[config.mk]
export PLATFORM = sky130hd
export DESIGN_NAME = uart_reg_bridge
export DESIGN_NICKNAME = d
export VERILOG_FILES = /design/src/rtl/uart_reg_bridge.sv
export SDC_FILE = /design/constraint.sdc
export NUM_CORES = 1
export LEC_CHECK = 0
export CORE_ASPECT_RATIO = 1.25
export CORE_MARGIN = 2
export CORE_UTILIZATION = 30
export DETAILED_ROUTE_END_ITERATION = 7
export DONT_BUFFER_PORTS = 1
export PLACE_DENSITY = 0.48
export SYNTH_ARGS = -nofsm -noshare
export SYNTH_HDL_FRONTEND = slang
export SYNTH_SLANG_ARGS = --single-unit
[constraint.sdc]
create_clock -name clk -period 3 [get_ports clk]
set_clock_uncertainty 0.05 [all_clocks]
set_input_delay 0.45 -clock clk [delete_from_list [all_inputs] [get_ports clk]]
set_output_delay 0.45 -clock clk [all_outputs]
set_load 0.01 [all_outputs]
[src/rtl/uart_reg_bridge.sv]
// Byte-stream register bridge: decodes read/write frames from a receive FIFO,
// executes them against a small register file, and pushes a one-byte response.
//
// state    | meaning
// ---------+-------------------------------------------------------------
// IDLE     | wait for a command byte; unknown commands go straight to SEND
// GET_ADDR | pop the address byte (idle-byte timeout armed)
// GET_DATA | pop the write data byte (idle-byte timeout armed)
// EXEC     | one cycle: apply write / select read value, bump a counter
// SEND     | push the response byte once the transmit FIFO has room
module uart_reg_bridge #(
  parameter int unsigned TIMEOUT  = 50000,
  parameter logic [7:0]  ACK_BYTE = 8'h4B,
  parameter logic [7:0]  NAK_BYTE = 8'h3F
) (
  input  logic        clk,
  input  logic        rst,
  input  logic        rx_empty,
  input  logic [7:0]  rx_data,
  output logic        rx_rd,
  input  logic        tx_full,
  output logic        tx_wr,
  output logic [7:0]  tx_data,
  output logic [47:0] regs_out
);

  localparam logic [7:0] CMD_WR = 8'h57;
  localparam logic [7:0] CMD_RD = 8'h52;

  // Down-counter preloaded with TIMEOUT-1 on every pop; terminal count at zero.
  localparam int unsigned    TW       = (TIMEOUT > 1) ? $clog2(TIMEOUT) : 1;
  localparam logic [TW-1:0]  TMO_LOAD = TW'(TIMEOUT - 1);

  typedef enum logic [2:0] {
    IDLE,
    GET_ADDR,
    GET_DATA,
    EXEC,
    SEND
  } state_t;

  state_t        state, state_nxt;
  logic          armed;
  logic [7:0]    cmd_q, addr_q, wdata_q;
  logic [7:0]    resp_q, tx_hold_q;
  logic [47:0]   regs_q;
  logic [7:0]    frame_cnt, err_cnt;
  logic [TW-1:0] tmo_cnt;
  logic          tmo_hit;
  logic          cmd_valid;
  logic          exec_ok;
  logic [7:0]    exec_resp;

  assign cmd_valid = (rx_data == CMD_WR) || (rx_data == CMD_RD);
  assign regs_out  = regs_q;
  // Only a push moves tx_data; between pushes it shows the last byte sent.
  assign tx_data   = tx_wr ? resp_q : tx_hold_q;

  // State register; armed delays the first pop to the second edge after reset.
  always_ff @(posedge clk or negedge rst) begin
    if (!rst) begin
      state <= IDLE;
      armed <= 1'b0;
    end else begin
      state <= state_nxt;
      armed <= 1'b1;
    end
  end

  // Next-state decode and the pop/push strobes.
  always_comb begin
    state_nxt = state;
    rx_rd     = 1'b0;
    tx_wr     = 1'b0;
    tmo_hit   = 1'b0;
    case (state)
      IDLE: begin
        if (armed && !rx_empty) begin
          rx_rd     = 1'b1;
          state_nxt = cmd_valid ? GET_ADDR : SEND;
        end
      end
      GET_ADDR: begin
        if (!rx_empty) begin
          rx_rd     = 1'b1;
          state_nxt = (cmd_q == CMD_WR) ? GET_DATA : EXEC;
        end else if (tmo_cnt == '0) begin
          tmo_hit   = 1'b1;
          state_nxt = IDLE;
        end
      end
      GET_DATA: begin
        if (!rx_empty) begin
          rx_rd     = 1'b1;
          state_nxt = EXEC;
        end else if (tmo_cnt == '0) begin
          tmo_hit   = 1'b1;
          state_nxt = IDLE;
        end
      end
      EXEC: begin
        state_nxt = SEND;
      end
      SEND: begin
        if (!tx_full) begin
          tx_wr     = 1'b1;
          state_nxt = IDLE;
        end
      end
      default: begin
        state_nxt = IDLE;
      end
    endcase
  end

  // Frame decode: legality and the response byte for the frame held in cmd/addr.
  always_comb begin
    exec_ok   = 1'b0;
    exec_resp = NAK_BYTE;
    if (cmd_q == CMD_WR) begin
      if (addr_q <= 8'd5) begin
        exec_ok   = 1'b1;
        exec_resp = ACK_BYTE;
      end
    end else if (addr_q <= 8'd7) begin
      exec_ok = 1'b1;
      if (addr_q[2:0] == 3'd6) begin
        exec_resp = frame_cnt;
      end else if (addr_q[2:0] == 3'd7) begin
        exec_resp = err_cnt;
      end else begin
        for (int i = 0; i < 6; i++) begin
          if (addr_q[2:0] == 3'(i)) exec_resp = regs_q[8*i +: 8];
        end
      end
    end
  end

  // Datapath: byte capture, timeout timer, register file, counters, response.
  // Counter reads in EXEC see the pre-increment value since both share the edge.
  always_ff @(posedge clk or negedge rst) begin
    if (!rst) begin
      cmd_q     <= '0;
      addr_q    <= '0;
      wdata_q   <= '0;
      resp_q    <= '0;
      tx_hold_q <= '0;
      regs_q    <= '0;
      frame_cnt <= '0;
      err_cnt   <= '0;
      tmo_cnt   <= '0;
    end else begin
      if (rx_rd) begin
        tmo_cnt <= TMO_LOAD;
        case (state)
          IDLE:     cmd_q   <= rx_data;
          GET_ADDR: addr_q  <= rx_data;
          GET_DATA: wdata_q <= rx_data;
          default:  ;
        endcase
      end else if (((state == GET_ADDR) || (state == GET_DATA)) && (tmo_cnt != '0)) begin
        tmo_cnt <= tmo_cnt - 1'b1;
      end

      if ((state == IDLE) && rx_rd && !cmd_valid) begin
        resp_q  <= NAK_BYTE;
        err_cnt <= err_cnt + 8'd1;
      end

      if (tmo_hit) begin
        err_cnt <= err_cnt + 8'd1;
      end

      if (state == EXEC) begin
        resp_q <= exec_resp;
        if (exec_ok) begin
          frame_cnt <= frame_cnt + 8'd1;
          if (cmd_q == CMD_WR) begin
            for (int i = 0; i < 6; i++) begin
              if (addr_q[2:0] == 3'(i)) regs_q[8*i +: 8] <= wdata_q;
            end
          end
        end else begin
          err_cnt <= err_cnt + 8'd1;
        end
      end

      if (tx_wr) begin
        tx_hold_q <= resp_q;
      end
    end
  end

endmodule

**Word level (Yosys, flattened, before mapping)**

Index checks and enable logic that the tools add are counted.

- Order comparisons: 2
- Reductions and logical operators: 26
- Multiply operators: 0
- Equal/unequal tests: 16
- Bitwise gates (word level): 0
- Muxes and demuxes: 39
- Div/mod/pow operators: 0
- Shift operators: 0
- $add $sub $neg: 3

Operator list:

| kind | count |
|---|---|
| 8-bit two-way mux | 17 |
| 16-bit two-way mux | 2 |
| 8-bit by 7-bit equality test with 1-bit output (second input constant) | 3 |
| 4-bit AND reduction | 6 |
| 3-bit two-way mux | 6 |
| 8-bit by 1-bit adder with 8-bit output (second input constant) | 2 |
| 8-bit by 3-bit less-or-equal comparator with 1-bit output (second input constant) | 2 |
| 16-bit logical NOT | 1 |
| 16-bit nonzero test | 1 |
| 16-bit by 1-bit subtractor with 16-bit output (second input constant) | 1 |
| 3-bit equality test (second input constant) | 5 |
| 3-bit one-hot mux with 5 select lines | 1 |
| 3-bit by 2-bit equality test with 1-bit output (second input constant) | 4 |
| 1-bit two-way mux | 11 |
| 2-bit AND reduction | 5 |
| 7-bit two-way mux | 1 |
| 3-bit by 1-bit equality test with 1-bit output (second input constant) | 2 |
| 3-bit logical NOT | 2 |
| 1-bit logical AND | 4 |
| 2-bit != test (second input constant) | 2 |
| 2-bit nonzero test | 2 |
| 1-bit logical NOT | 2 |
| 1-bit logical OR | 2 |
| 1-bit one-hot mux with 2 select lines | 1 |
| 2-bit OR reduction | 1 |

- Bits in registers: 124
- Bits in read-only memories: 0
- Bits of input ports: 12
- Memories: 0
- RAM bits: 0
- Latch bits: 0
- Logic and storage cells: 102

**Logic depth before layout (Yosys ltp)**

Gate-level depths: netlist of the first run.

- Word-level depth: 12
- Mapped depth: 8

**Worst setup path after synthesis of the first run**

OpenSTA, ideal clock, no wires.

- Path kind: reg2reg
- From: reg tmo_cnt[0]
- To: reg err_cnt[1]
- Buffers on the path: 0
- Arrival time: 2050 ps
- Slack: 775 ps
- Required time: 2825 ps
- Cell stages (with the launch flop): 8
- Clock period less this slack: 2225 ps
- Cell sequence: dfrtp_1 > inv_1 > ha_1 > or4b_2 > nor3_2 > a32oi_1 > and2_4 > mux2_4

- Word-level cells in the longest chain between the ends: 7

Ends and longest elaborated chain:

| element | line | text |
|---|---|---|
| start, declared | 48 | `logic [TW-1:0] tmo_cnt;` |
| start signal, assigned | 162 | `tmo_cnt <= tmo_cnt - 1'b1;` |
| 16-bit logical NOT * | 87, 96 |  |
| 1-bit two-way mux * | 87, 96 |  |
| 1-bit two-way mux * | 84 | `if (!rx_empty) begin` |
| 1-bit two-way mux * | -- |  |
| 8-bit two-way mux * | 170 | `if (tmo_hit) begin` |
| 8-bit two-way mux | 176 | `if (exec_ok) begin` |
| 8-bit two-way mux * | 174 | `if (state == EXEC) begin` |
| end signal, assigned | 167 | `err_cnt <= err_cnt + 8'd1;` |
| end signal, assigned | 171 | `err_cnt <= err_cnt + 8'd1;` |
| end signal, assigned | 184 | `err_cnt <= err_cnt + 8'd1;` |
| end, declared | 47 | `logic [7:0] frame_cnt, err_cnt;` |

Mark *: on every way between the ends. The rest lies on a longest branch, timed or not.
A chain may end at the register's enable or synchronous reset.

**Final worst setup path of the first run**

Ends and elaborated chain as after synthesis.

==> results of run 1 <==
-- cell type report --
class	instances	share of cell area [%]
repair buffers	14	1.549
flip-flops and latches	124	45.74
well taps	232	4.279
clock buffers	22	6.990
clock inverters	10	2.748
inverters	9	0.4980
multi-input cells	302	38.20
-- stage by stage --
step	std cells	total power [mW]	hold slack (ps)
after floorplan	453	2.115	104.4
after CTS	713	4.537	-328.8
final	713	4.483	-310.1
after detailed placement	681	2.232	110.9
after global placement	681	2.220	111.1
after global routing	713	4.655	-330.5
-- state kept, by name, indices dropped and copies added (netlist names) --
signal,cells
state,3
armed,1
wdata_q,8
tx_hold_q,8
err_cnt,8
tmo_cnt,16
resp_q,8
addr_q,8
regs_out,48
cmd_q,8
frame_cnt,8
-- critical path: cells and delay by family, from the launching register on --
kind / cells / cell delay (ps)
flops: 1 / 380
mux: 1 / 290
simple gates: 3 / 1050
compound gates: 1 / 290
fa+ha+maj: 1 / 150
buf+inv: 1 / 130
-- Yosys cell counts, drive strengths merged (3+ instances only) --
cell	number
and3	7
nor3	14
mux2	80
nand2b	4
nor4	3
nand3	7
a2bb2oi	4
mux2i	8
clkbuf	8
a21oi	11
o211ai	4
inv	7
and2	3
nand2	24
dfrtp	124
nor2	25
xor2	9
or3	3
buf	10
nor2b	3
xnor2	20
a2111oi	3
nand4	7
ha	4
a211oi	5
mux4	11
o21ai	11
-- where the power goes --
group          switching [mW]  internal (mW)  leakage (nW)
Combinational           0.142          0.162          1.04
Sequential              0.124           1.77          1.56
Clock                   0.744           1.54         0.313
-- logic make-up (layout without fill, tap and decap cells) --
kind of cell / count (synthesis) / in the layout / share of synthesized area [%]
flops: 124 / 124 / 53.39
simple gates: 112 / 112 / 11.19
mux: 99 / 99 / 21.21
compound gates: 57 / 57 / 6.889
xor+xnor: 29 / 29 / 4.370
buf+inv: 27 / 55 / 2.024
fa+ha+maj: 4 / 4 / 0.8612
other cells: 1 / 1 / 0.06452
-- final timing paths --
kind,startpoint,end,cells past startpoint,slack [ps]
max in group asynchronous,rst,tmo_cnt[1]$_DFFE_PN0P_,0,2940
hold reg to reg,cmd_q[5]$_DFFE_PN0P_,cmd_q[5]$_DFFE_PN0P_,1,440
setup / recovery,tmo_cnt[0]$_DFFE_PN0P_,err_cnt[1]$_DFF_PN0_,7,550
setup reg to reg,tmo_cnt[0]$_DFFE_PN0P_,err_cnt[1]$_DFF_PN0_,7,550
min in group clk,rx_empty,state[1]$_DFFE_PN0P_,1,100
hold / removal,rst,state[1]$_DFFE_PN0P_,0,-310
-- layout by cell type, fill, tap and decap left out, drive strengths merged, types with 3 or more instances in the layout --
master	count
and3	7
and2	3
inv	7
nand2	24
nand3	7
mux4	11
xnor2	20
buf	14
nor4	3
nor2b	3
ha	4
o211ai	4
dfrtp	124
mux2	80
a211oi	5
clkinv	4
o21ai	11
bufinv	5
or3	3
nor3	14
nand2b	4
clkbuf	22
a2111oi	3
nand4	7
a2bb2oi	4
xor2	9
mux2i	8
nor2	25
clkinvlp	3
a21oi	11
-- routing by layer --
| metal | up-vias | global-route usage (%) | share of wire (%) |
|---|---|---|---|
| met2 | 65 | 24.69 | 51 |
| met1 | 1964 | 18.02 | 42 |
| li1 | 1695 | - | - |
| met4 | 0 | 5.435 | 1.6 |
| met5 | - | 0 | 0 |
| met3 | 18 | 4.623 | 5.3 |
==> results.yml, run 1 <==
run_status:
  status: "finished with violations"
  violations: "hold timing"
yosys:
  dominantRegCellSynth: "dfrtp_1"
  synthArstFlopShare_pct: 100.0
  synth-edff-count: 0
  yosysSeqAreaShare_pct: 53.39
  syn_area_sq_um: 5812
  synth.area.top_cells: "dfrtp_1 (53%), mux2_2 (15%), mux4_2 (4.3%)"
  yosysTopAreaCell: "dfrtp_1"
  ys_warn_count: 0
  synth_cells: 453
  ys_ff_latch: 124
  avgSynthCellArea_sq_um: 12.83
  yosysUniqueCellTypes: 66
  synth.top_cell.area_share_pct: 53.39
  syn_nets: 469
setup_path:
  path_cells: "inv_1 -> ha_1 -> or4b_2 -> nor3_2 -> a32oi_1 -> and2_4 -> mux2_4"
  worstSetupPathType: "reg -> reg"
  max_stage_delay_ps: 610
  critPathLaunchType: "register"
  crit_arrival_ps: 2700
  cpMaxStageDelayCell: "or4b_2"
  path_max_fanout: 7
  critPathRequiredTime_ps: 3240
  endpoint_kind: "register"
sta:
  fin_ws_ps: 545.6
  rsz0062_at_grt: "no"
  fin_hold_ws_ps: -310.1
  setup_tns_ps: 0
  maxSlewHeadroom_pct: 53.65
  fmax_ghz: 0.4074
  period_minus_slack_ps: 2454
  hold_violations: 124
  timing.final.max_slew_violations: 0
  tightest_slew_ps: 693.3
  final.period_utilization_pct: 81.81
  setup_violations: 0
clock_network:
  cts_buffers: 17
  post_cts_buffers: 0
  path_clk_slew_ps: 50
  max-clock-path-buffers: 2
  cts_sinks: 124
  cts_resized: 0
  htreeDepth: 4
  cts_tree: "built"
  clock_latency_ps: 410
  clockRootBuffer: "clkbuf_16"
route:
  drt-vias-per-instance: 5.248
  drtPass1Iterations: 5
  ant_nets: 0
  wl_per_cell_um: 20.32
  drtIter0Drc: 162
  vias: 3742
  wirelength_um: 14490
  drc: 0
global_routing:
  grt_start_max_net_pins: 125
  first_global_vias: 3925
  grtUsageTotal_pct: 14.83
  grt_pass1_wl_um: 23080
  antenna_found_initial: 0
  grt-ovfl-total: 0
die:
  dieWidth_um: 128.5
  rows: 56
  ios: 70
  initial_utilization_pct: 30.84
  core_sq_um: 18850
  fp.dieH_um: 159.6
  dieArea_sq_um: 20510
place:
  dp_slack_ps: 553.9
  place.gp.congestion: 0.7850
  postPlaceCellArea_sq_um: 6123
  port_buffers: 0
  dpl.hpwl_um: 10320
final_layout:
  regArea_sq_um: 3103
  multi_input_area_sq_um: 2591
  layout-drive-gt1-share_pct: 31.81
  area_delta_synth_final_pct: 16.73
  n_antenna_cell: 0
  final_util_pct: 35.99
  design_area_sq_um: 6784
  fill_cells: 1815
  nNetsFinal: 484
power_and_ir_drop:
  vdd_ir_drop_max_mv: 0.3022
  p_leak_nw: 2.911
  powerDensity_nw_per_um2: 660.8
hold_path:
  min_path_type: "in -> async"
flow_run:
  drv_cap: 0
No activity file was read; power rests on OpenSTA's default activity.
==> inputs of run 2 (changes only) <==
==> constraint.sdc (replaced) <==
create_clock -name clk -period 2.4 [get_ports clk]
set_clock_uncertainty 0.05 [all_clocks]
set_input_delay 0.36 -clock clk [delete_from_list [all_inputs] [get_ports clk]]
set_output_delay 0.36 -clock clk [all_outputs]
set_load 0.01 [all_outputs]
==> results.yml, run 2 (synthesized netlist as in run 1, its figures left out) <==
run_status:
  status: "finished with violations"
  violations: "hold timing"
final_layout:
  design_area_sq_um: 6988
  n_antenna_cell: 0
  area_delta_synth_final_pct: 20.24
  layout_commonest_cell: "dfrtp_1"
  layout-drive-gt1-share_pct: 35.27
  largest_reg_flops: 48
  fill_cells: 1777
  nNetsFinal: 502
  final_cell_mix: "dfrtp_1 (124), mux2_2 (78), buf_4 (28)"
sta:
  timing.final.max_slew_violations: 0
  period_minus_slack_ps: 2309
  final.period_utilization_pct: 96.21
  setup_tns_ps: 0
  setup_violations: 0
  fmax_ghz: 0.4331
  rsz0062_at_grt: "yes"
  hold_violations: 124
  tightest_slew_ps: 593.5
  maxSlewHeadroom_pct: 60.17
  fin_hold_ws_ps: -412.5
setup_path:
  endpoint_kind: "output pin"
  path_buf_inv: 2
  path_cells: "buf_4 -> nor2_4 -> nand2_1 -> nor2_4 -> buf_6 -> mux2_2"
  cp_top_family: "flip-flops"
  critPathLaunchType: "register"
  crit_arrival_ps: 1900
  max_stage_delay_ps: 390
  worstSetupPathType: "reg -> out"
  cp_common_cell: "nor2_4"
  cpMaxStageDelayCell: "dfrtp_1"
  critPathRequiredTime_ps: 1990
  path_max_fanout: 6
die:
  rows: 56
  ios: 70
  dieArea_sq_um: 20510
  fp.dieH_um: 159.6
  initial_utilization_pct: 30.84
  core_sq_um: 18850
  dieWidth_um: 128.5
clock_network:
  max-clock-path-buffers: 2
  clock_latency_ps: 420
  htreeDepth: 4
  cts_tree: "built"
  cts_sinks: 124
  clockRootBuffer: "clkbuf_16"
  ctsHoldBuffers: 1
  cts_buffers: 17
  post_cts_buffers: 0
  path_clk_slew_ps: 60
route:
  wirelength_um: 14850
  drt-vias-per-instance: 5.164
  wl_per_cell_um: 20.31
  drtPass1Iterations: 6
  ant_nets: 0
  drc: 0
  vias: 3775
  drtIter0Drc: 204
place:
  dpl.hpwl_um: 10420
  place.gp.congestion: 0.7804
  postPlaceCellArea_sq_um: 6256
  port_buffers: 0
global_routing:
  grtUsageTotal_pct: 15.25
  first_global_vias: 3970
  grt-ovfl-total: 0
  grt_pass1_wl_um: 23720
  antenna_found_initial: 0
  grt_start_max_net_pins: 125
hold_path:
  min_path_type: "in -> async"
flow_run:
  drv_cap: 0
power_and_ir_drop:
  vdd_ir_drop_max_mv: 0.4675
  powerDensity_nw_per_um2: 812.3
  p_leak_nw: 3.032
  fin_total_pwr_mw: 5.676
## run 2: cell types whose count changed in the layout (fill, tap and decap cells not counted), sizes merged
cell | previous run | this run
buf | 14 | 31
bufinv | 5 | 6
clkbuf | 22 | 20
clkinvlp | 3 | 0
dlygate4sd3 | 0 | 1
clkinv | 4 | 8
## run 2: metal layers
metal  vias to the layer above  track usage (%)  wire, um
met1                      1953            18.91      6343
li1                       1727                -         -
met4                         0            6.621       384
met5                         -                0         0
met2                        75            23.69      7219
met3                        20            5.829       901
## run 2: worst paths after layout
path | cells past startpoint | slack [ps] | endpoint | start
worst max-delay path | 6 | 90 | tx_data[5] | state[0]$_DFFE_PN0P_
worst min-delay path | 0 | -410 | cmd_q[4]$_DFFE_PN0P_ | rst
worst max register to register | 5 | 150 | regs_out[9]$_DFFE_PN0P_ | addr_q[3]$_DFFE_PN0P_
worst min register to register | 1 | 440 | resp_q[4]$_DFFE_PN0P_ | resp_q[4]$_DFFE_PN0P_
max in group asynchronous | 0 | 2450 | tmo_cnt[14]$_DFFE_PN0P_ | rst
min in group clk | 2 | 10 | addr_q[0]$_DFFE_PN0P_ | rx_data[0]
## run 2: layout make-up
cell class | instances | area (sq um) | area share [%]
tap | 232 | 290.3 | 4.154
multi-input combinational | 302 | 2640 | 37.78
inverter | 9 | 33.78 | 0.4834
clock inverter | 12 | 217.7 | 3.115
timing repair buffer | 32 | 256.5 | 3.671
clock buffer | 20 | 446.7 | 6.392
sequential | 124 | 3103 | 44.40
## run 2: metrics by stage
step	util, %	setup WS [ps]	hold slack [ps]	cells
after global routing	37.08	-44.23	-440.6	731
final	37.08	90.89	-412.5	731
after detailed placement	33.19	42.26	20.82	697
after global placement	33.19	139.8	21.08	697
after CTS	36.78	20.18	-432.5	730
after floorplan	-	174.6	14.41	453
## run 2: where the power goes
part           switching (mW)  leakage (nW)  total [mW]  internal (mW)
logic                   0.184          1.15       0.401          0.217
registers               0.151          1.56        2.36           2.21
clock network           0.944         0.328        2.91           1.97
total                    1.28          3.03        5.68           4.40
## run 2: repair_timing
action	4_1_cts	5_1_grt
cloned	0	1
hold endpoints to repair	125	124
pin swaps	0	2
gates resized for setup	1	11
endpoints found under the setup margin	8	18
## run 2: worst reg2reg max path: stages (launching register included)
cell and delay, ps:
dfrtp_1 380, nor3_2 260, nand4bb_1 160, or3_1 510, nor2_4 390, mux2_2 380
==> inputs of run 3 (changes only) <==
--- a/config.mk
+++ b/config.mk
@@ -11,6 +11,7 @@
 export DETAILED_ROUTE_END_ITERATION = 7
 export DONT_BUFFER_PORTS = 1
 export PLACE_DENSITY = 0.48
+export SETUP_SLACK_MARGIN = 0.15
 export SYNTH_ARGS = -nofsm -noshare
 export SYNTH_HDL_FRONTEND = slang
 export SYNTH_SLANG_ARGS = --single-unit
==> results.yml, run 3 (synthesized netlist as in run 1, its figures left out) <==
route:
  drtIter0Drc: 228
  drc: 0
  drtPass1Iterations: 4
  ant_nets: 0
  wl_per_cell_um: 20.27
  drt-vias-per-instance: 5.173
  vias: 3828
  wirelength_um: 15000
sta:
  maxSlewHeadroom_pct: 66.52
  fmax_ghz: 0.4573
  timing.final.max_slew_violations: 0
  final.period_utilization_pct: 91.11
  fin_hold_ws_ps: -412.3
  tightest_slew_ps: 489.6
  hold_violations: 124
  fin_ws_ps: 213.5
  setup_tns_ps: 0
  period_minus_slack_ps: 2187
  setup_violations: 0
  rsz0062_at_grt: "yes"
power_and_ir_drop:
  vdd_ir_drop_max_mv: 0.4656
  p_leak_nw: 3.122
  powerDensity_nw_per_um2: 795.2
setup_path:
  r2r_cells: 5
  crit_arrival_ps: 1780
  endpoint_kind: "output pin"
  worstSetupPathType: "reg -> out"
  rr_startpoint: "tmo_cnt[12]$_DFFE_PN0P_"
  max_stage_delay_ps: 380
  critPathRequiredTime_ps: 1990
  cp_common_cell: "nor2_4"
  path_cells: "buf_6 -> nor2_4 -> nand2_2 -> nor2_4 -> buf_8 -> mux2_4"
  cp_top_family: "flip-flops"
  r2r-end: "tmo_cnt[2]$_DFFE_PN0P_"
  path_buf_inv: 2
  path_max_fanout: 6
  cpMaxStageDelayCell: "dfrtp_1"
  worst-r2r-setup-slack_ps: 290
  critPathLaunchType: "register"
die:
  initial_utilization_pct: 30.84
  dieArea_sq_um: 20510
  rows: 56
  ios: 70
  dieWidth_um: 128.5
  core_sq_um: 18850
  fp.dieH_um: 159.6
global_routing:
  grtUsageTotal_pct: 15.45
  grt_start_max_net_pins: 125
  grtUsageMet1_pct: 18.78
  grt.met3_usage_pct: 5.930
  top_usage_layer: "met2"
  grt-ovfl-total: 0
  met2_usage_pct: 24.47
  grt_pass1_wl_um: 24030
  antenna_found_initial: 0
  first_global_vias: 4021
clock_network:
  path_clk_slew_ps: 60
  max-clock-path-buffers: 2
  cts_buffers: 17
  clockRootBuffer: "clkbuf_16"
  cts_sinks: 124
  cts_tree: "built"
  ctsHoldBuffers: 1
  clock_latency_ps: 430
  htreeDepth: 4
place:
  dp_slack_ps: 42.26
  port_buffers: 0
  place.gp.congestion: 0.7804
  dpl.hpwl_um: 10420
  dpl.cell_count: 697
final_layout:
  layout_commonest_cell: "dfrtp_1"
  final_cell_mix: "dfrtp_1 (124), mux2_2 (70), buf_4 (33)"
  n_antenna_cell: 0
  layout-drive-gt1-share_pct: 37.99
  largest_reg_flops: 48
  final_util_pct: 37.95
  layout.cells.non_filler: 740
  area_delta_synth_final_pct: 23.08
  nNetsFinal: 511
flow_run:
  drv_cap: 0
run_status:
  status: "finished with violations"
  violations: "hold timing"
hold_path:
  min_path_type: "in -> async"
-- run 3: worst register-to-register path, delay by kind of cell, from the launching register on --
kind / cells / cell delay (ps)
simple gates: 3 / 1170
flops: 1 / 400
compound gates: 1 / 210
xor+xnor: 1 / 160
-- run 3: worst max-delay path by stage --
| stage | to | depth (start not counted) | start | slack, ps |
|---|---|---|---|---|
| 6_report | tx_data[7] | 6 | state[1]$_DFFE_PN0P_ | 210 |
| 5_1_grt | tx_data[2] | 6 | state[1]$_DFFE_PN0P_ | 120 |
| 4_1_cts | tx_data[6] | 6 | state[1]$_DFFE_PN0P_ | 130 |
| 3_5_place_dp | err_cnt[5]$_DFF_PN0_ | 8 | tmo_cnt[0]$_DFFE_PN0P_ | 40 |
| 3_3_place_gp | tmo_cnt[2]$_DFFE_PN0P_ | 7 | tmo_cnt[0]$_DFFE_PN0P_ | 140 |
| 2_1_floorplan | err_cnt[1]$_DFF_PN0_ | 7 | tmo_cnt[0]$_DFFE_PN0P_ | 170 |
-- run 3: final cells by class --
type                            instances  area [sq um]
Clock buffer                           20         446.7
Sequential cell                       124          3103
Tap cell                              232         290.3
Inverter                                9         33.78
Clock inverter                         12         217.7
Fill cell                            1760         11700
Multi-Input combinational cell        302          2704
Timing Repair Buffer                   41         357.8
-- run 3: per-stage QoR --
| step | power (mW) | area, sq um |
|---|---|---|
| 4_1_cts | 5.750 | 7099 |
| 3_3_place_gp | 2.782 | 6256 |
| 5_1_grt | 5.911 | 7153 |
| 6_report | 5.688 | 7153 |
| 2_1_floorplan | 2.644 | 5812 |
| 3_5_place_dp | 2.791 | 6256 |
-- run 3: repair_timing --
action / in CTS / in global routing
resized for setup: 28 / 9
endpoints found under the setup margin: 28 / 49
endpoints found under the hold margin: 125 / 124
pin swaps: 8 / 6
setup buffers: 7 / 2
cloned: 1 / 0
-- run 3: where the power goes --
part	internal (mW)	total, mW	switching (mW)
Clock	1.97	2.91	0.944
Sequential	2.21	2.36	0.153
Combinational	0.224	0.411	0.187
Total	4.40	5.69	1.28
-- run 3: layer usage --
metal | wire length [um] | vias to the layer above
li1 | - | 1746
met1 | 6307 | 1985
met2 | 7414 | 80
met3 | 928 | 17
met4 | 347 | 0
met5 | 0 | -
